File: config.mk
export PLATFORM = sky130hd
export DESIGN_NAME = instr_fetch
export DESIGN_NICKNAME = d
export VERILOG_FILES = /design/src/rtl/instr_fetch.sv
export SDC_FILE = /design/constraint.sdc
export NUM_CORES = 1
export LEC_CHECK = 0
export BUFFER_PORTS_ARGS = -buffer_cell sky130_fd_sc_hd__buf_2
export CORE_MARGIN = 1.5
export CORE_UTILIZATION = 45
export CTS_BUF_LIST = sky130_fd_sc_hd__clkbuf_4
export DETAILED_ROUTE_END_ITERATION = 10
export PLACE_DENSITY = 0.84
export SLEW_MARGIN = 20
export SYNTH_ARGS = -nofsm -noshare
export SYNTH_HDL_FRONTEND = slang
export SYNTH_SLANG_ARGS = --single-unit
File: constraint.sdc
create_clock -name clk -period 1.77 [get_ports clk]
set_clock_uncertainty 0.1 [all_clocks]
set_input_delay 0.2655 -clock clk [delete_from_list [all_inputs] [get_ports clk]]
set_output_delay 0.2655 -clock clk [all_outputs]
set_load 0.05 [all_outputs]
File: src/rtl/instr_fetch.sv
// ---------------------------------------------------------------------------
// instr_fetch
//
// Instruction fetch stage. Holds the program counter, fetches one instruction
// word per step from instruction memory over a req/ack handshake, and presents
// the instruction register for exactly one execute cycle. After that cycle
// the PC advances by one or jumps to the low PC_W bits of the instruction.
//
// Ports
//   clk         in   system clock, rising edge
//   reset       in   asynchronous active-high reset
//   run         in   1 = keep fetching; 0 = park in IDLE after current instr
//   s_inc       in   sampled in EXEC: 1 = pc+1, 0 = jump to IR[PC_W-1:0]
//   imem_rdata  in   instruction word from memory
//   imem_ack    in   memory data valid (honoured only while requesting)
//   imem_req    out  fetch request, registered, high only in REQ
//   imem_addr   out  fetch address, always equal to pc
//   instr       out  instruction register
//   opcode      out  IR[INSTR_W-1 -: 6]
//   exec_en     out  one-cycle execute strobe, registered
//   pc          out  program counter
//   fetch_err   out  sticky memory timeout fault
//
// INSTR_W must be at least 6 + PC_W so the opcode and jump target fit.
// ---------------------------------------------------------------------------
module instr_fetch #(
  parameter int PC_W        = 10,
  parameter int INSTR_W     = 16,
  parameter int RESET_PC    = 0,
  parameter int TIMEOUT_CYC = 15
) (
  input  logic               clk,
  input  logic               reset,
  input  logic               run,
  input  logic               s_inc,
  input  logic [INSTR_W-1:0] imem_rdata,
  input  logic               imem_ack,
  output logic               imem_req,
  output logic [PC_W-1:0]    imem_addr,
  output logic [INSTR_W-1:0] instr,
  output logic [5:0]         opcode,
  output logic               exec_en,
  output logic [PC_W-1:0]    pc,
  output logic               fetch_err
);

  // Counter wide enough to reach TIMEOUT_CYC; one bit when the timeout is off.
  localparam int CNT_W = (TIMEOUT_CYC > 1) ? $clog2(TIMEOUT_CYC + 1) : 1;
  localparam bit TO_EN = (TIMEOUT_CYC > 0);
  localparam logic [CNT_W:0]   TO_VAL  = (CNT_W + 1)'(TIMEOUT_CYC);
  localparam logic [PC_W-1:0]  PC_RST  = PC_W'(RESET_PC);
  localparam logic [PC_W-1:0]  PC_ONE  = PC_W'(1);
  localparam logic [CNT_W:0]   CNT_ONE = (CNT_W + 1)'(1);

  typedef enum logic [1:0] {
    ST_IDLE = 2'd0,
    ST_REQ  = 2'd1,
    ST_EXEC = 2'd2,
    ST_HALT = 2'd3
  } state_t;

  state_t             state_q, state_d;
  logic [PC_W-1:0]    pc_q, pc_d;
  logic [INSTR_W-1:0] ir_q, ir_d;
  logic [CNT_W-1:0]   cnt_q, cnt_d;
  logic               err_q, err_d;
  logic               req_q, exec_q;
  logic [CNT_W:0]     cnt_inc;

  // Extra top bit keeps the wait count from wrapping before the compare.
  assign cnt_inc = {1'b0, cnt_q} + CNT_ONE;

  // Next-state, PC, IR, timeout counter and fault computation.
  always_comb begin
    state_d = state_q;
    pc_d    = pc_q;
    ir_d    = ir_q;
    cnt_d   = cnt_q;
    err_d   = err_q;
    case (state_q)
      ST_IDLE: begin
        if (run) begin
          state_d = ST_REQ;
          cnt_d   = '0;
        end else begin
          state_d = ST_IDLE;
        end
      end
      ST_REQ: begin
        // Ack takes priority over a timeout on the same edge.
        if (imem_ack) begin
          ir_d    = imem_rdata;
          state_d = ST_EXEC;
        end else if (TO_EN && (cnt_inc == TO_VAL)) begin
          state_d = ST_HALT;
          err_d   = 1'b1;
        end else begin
          cnt_d = TO_EN ? cnt_inc[CNT_W-1:0] : '0;
        end
      end
      ST_EXEC: begin
        if (s_inc) begin
          pc_d = pc_q + PC_ONE;
        end else begin
          pc_d = ir_q[PC_W-1:0];
        end
        cnt_d = '0;
        if (run) begin
          state_d = ST_REQ;
        end else begin
          state_d = ST_IDLE;
        end
      end
      ST_HALT: begin
        state_d = ST_HALT;
      end
      default: begin
        state_d = ST_IDLE;
      end
    endcase
  end

  // State, datapath registers and registered strobes.
  always_ff @(posedge clk or posedge reset) begin
    if (reset) begin
      state_q <= ST_IDLE;
      pc_q    <= PC_RST;
      ir_q    <= '0;
      cnt_q   <= '0;
      err_q   <= 1'b0;
      req_q   <= 1'b0;
      exec_q  <= 1'b0;
    end else begin
      state_q <= state_d;
      pc_q    <= pc_d;
      ir_q    <= ir_d;
      cnt_q   <= cnt_d;
      err_q   <= err_d;
      // Strobes decoded from the next state so they are glitch-free flops.
      req_q   <= (state_d == ST_REQ);
      exec_q  <= (state_d == ST_EXEC);
    end
  end

  assign imem_req  = req_q;
  assign exec_en   = exec_q;
  assign imem_addr = pc_q;
  assign pc        = pc_q;
  assign instr     = ir_q;
  assign opcode    = ir_q[INSTR_W-1 -: 6];
  assign fetch_err = err_q;

endmodule

==> metrics.md <==
| Metric | Value |
|---|---|
| Run status | `finished, final reports clean` |
| I/O pin total | `66` |
| Final Max Tran Viols | `0` |
| Final period util | `0.921` |
| Critical Path AT | `1.76 ns` |
| CP Data Required Time | `1.90 ns` |
| Hold Path Class | `in -> reg` |
| Post-Synthesis Cells | `201` |
| Least-Margin Pin Slew | `0.444 ns` |
| Area contributors post-synth | `dfrtp_1, nand2_1, buf_4` |
| Die X | `66.1 um` |
| Met2 routed WL | `1.80 mm` |
| CTS tree | `done` |
| Main combinational cell family by area after synthesis | `simple AND/OR/NAND/NOR gates` |
| Initial antenna violation count | `0` |
| CTS clock-pin slew for the worst setup and hold paths | `0.12 ns` |
| Max Cap Viol | `0` |
| Seq/Total Area, Yosys | `0.489` |
| DRT iter0 DRCs | `208` |
| Antenna cells | `0` |
| TritonCTS buffer count | `5` |
| 1st-pass router iterations | `4` |
| Fmax | `613 MHz` |
| Fraction of layout cells with a size suffix above 1 | `0.315` |
| Drc violations | `0` |
| Synth Area in Adders | `0.0209` |
| Top cell type's share of synthesized area | `0.489` |
| Congestion Overflow GR | `0` |
| Via Count | `1,545` |
| Max-slew headroom | `0.704` |
| Setup CP Type | `reg -> reg` |
| Die area | `0.00437 mm2` |
| IO Port Bufs | `65` |
| Hold violation count in the final report | `0` |
| Setup violators final | `0` |
| Synth unique cells | `41` |
| Synthesized net count | `225` |
| Min Tclk post-route | `1.63 ns` |
| Critical path launch point type | `flip-flop` |
| DR vias/cell | `5.07` |
| Core Util, Final | `0.570` |
| Top sig layer | `met4` |
| TNS Setup | `0 ns` |
| Area leader, netlist | `dfrtp_1` |
| Xor/xnor cell area share of the yosys netlist | `0.00489` |
| Die height | `66.1 um` |
| Clk root buf | `clkbuf_4` |
| CP max FO | `7` |
| Wl on met1 | `1.65 mm` |
| DP HPWL | `2.66 mm` |
| Post-Synth Simple-Gate Area | `0.228` |
| Post CTS Setup Buffer Count | `0` |
| Final ANT Viol Nets | `0` |
| WL/cell | `12.1 um` |
| Post-Syn Area | `0.00179 mm2` |
| Sink Count | `35` |
| Layout area overhead | `19.0%` |
| Total Routed Length | `3.70 mm` |
| Metal3 WL | `212 um` |
| Maximum number of pins on one net before global-route repair | `36` |
| Gr usage total | `0.178` |
| Fin nets | `280` |
| Syn avg cell area | `8.91 um2` |
| Crit. End Element | `flip-flop` |
| Initial core utilization | `0.479` |
| Unrepaired setup endpoints after global routing | `false` |
| Post-synthesis compound-gate area fraction | `0.142` |
| Global-route wire length before repair | `6.07 mm` |
| Global placement routability congestion | `0.856` |
| Synth warnings | `0` |
| Core Box Area | `0.00374 mm2` |
| Mux contribution to synthesized area | `0.0168` |
| H-tree depth | `2` |
| Clk_lat worst skew | `0.33 ns` |
| Vias in the first global route | `1,412` |
| Clock buffer depth | `2` |
| Flops & latches, synth | `35` |
| Row cnt | `22` |
[worst max-delay path: stages (launching register included)]
cell and delay (ns):
dfrtp_1 0.45, ha_1 0.28, nor2b_1 0.16, o211ai_1 0.12
and3_1 0.26, a21o_1 0.17
[sequential cells by signal, summed over array words and instances, names as in the netlist]
name       cells
state_q        2
imem_req       1
fetch_err      1
cnt_q          4
imem_addr     10
instr         16
exec_en        1
[synth_stat cells (all sizes together)]
cell     count
a21boi       2
a2bb2oi      3
a21o         2
nand2b       2
clkbuf       2
nor3b        1
nand2       63
o211ai       1
dfrtp       35
a41o         1
mux2i        3
a21oi       12
o22a         3
buf         22
or2          1
and4         1
o32ai        1
o31a         1
nand4b       1
nand4        3
or3          2
inv          3
o21ai       10
and3         1
nor2b        2
nor2         5
ha           3
and3b        1
clkinv       1
o2111ai      1
xor2         1
o22ai        3
nand3        5
and2         1
nand3b       2
[routing by layer]
metal,up-vias,track usage
met5,-,0
met1,717,0.222
met2,47,0.303
met4,0,0.0485
li1,776,-
met3,5,0.0477
[repair_timing]
item | in CTS | in global routing
hold buffers | 1 | 1
gates resized for setup | 0 | 0
hold endpoints to repair | 35 | 1
[area by class of cell]
type | count | area (um2)
Clock buffer | 5 | 37.5
Sequential cell | 35 | 881
Fill cell | 357 | 1610
Inverter | 4 | 15.0
Timing Repair Buffer | 72 | 383
Tap cell | 48 | 60.1
Multi-Input combinational cell | 138 | 741
Clock inverter | 3 | 15.0
[logic make-up after synthesis]
logic type      after synthesis
fa+ha+maj                     3
xor+xnor                      1
simple gates                 91
mux                           3
buf+inv                      28
compound gates               40
flops                        35
[stage by stage]
| step | area, um2 | setup WS, ns | std cells | hold WS, ns |
|---|---|---|---|---|
| after floorplan | 1800 | 0.0126 | 201 | 0.271 |
| after global placement | 2060 | 0.191 | 295 | 0.285 |
| after detailed placement | 2060 | 0.156 | 295 | 0.299 |
| after CTS | 2120 | 0.122 | 304 | 0.000798 |
| after global routing | 2130 | 0.0103 | 305 | 0.00762 |
| final | 2130 | 0.139 | 305 | 0.00719 |
[final timing paths]
check                                           endpoint  cells past startpoint                   from  slack, ns
max in group asynchronous       imem_addr[2]$_DFFE_PP0P_                      4                  reset       0.77
worst min-delay path               instr[12]$_DFFE_PP0P_                      3         imem_rdata[12]      0.007
min in group asynchronous           instr[5]$_DFFE_PP0P_                      4                  reset       0.46
worst max-delay path                  imem_req$_DFF_PP0_                      5   cnt_q[0]$_DFFE_PP0P_       0.14
worst max register to register        imem_req$_DFF_PP0_                      5   cnt_q[0]$_DFFE_PP0P_       0.14
worst min register to register     fetch_err$_DFFE_PP0P_                      1  fetch_err$_DFFE_PP0P_       0.38
[cell usage in the layout, fill, tap and decap left out, drive strengths merged, types with 2 or more instances in the layout]
cell         count
a21boi           2
a21o             2
a21oi           12
a2bb2oi          3
buf             70
clkbuf           5
clkinv           3
dfrtp           35
dlygate4sd3      2
ha               3
inv              3
mux2i            3
nand2           63
nand2b           2
nand3            5
nand3b           2
nand4            3
nor2             5
nor2b            2
o21ai           10
o22a             3
o22ai            3
or3              2
Power is not shown: default switching activity piles up to over one toggle a cycle in this logic, so the estimate is an artifact.
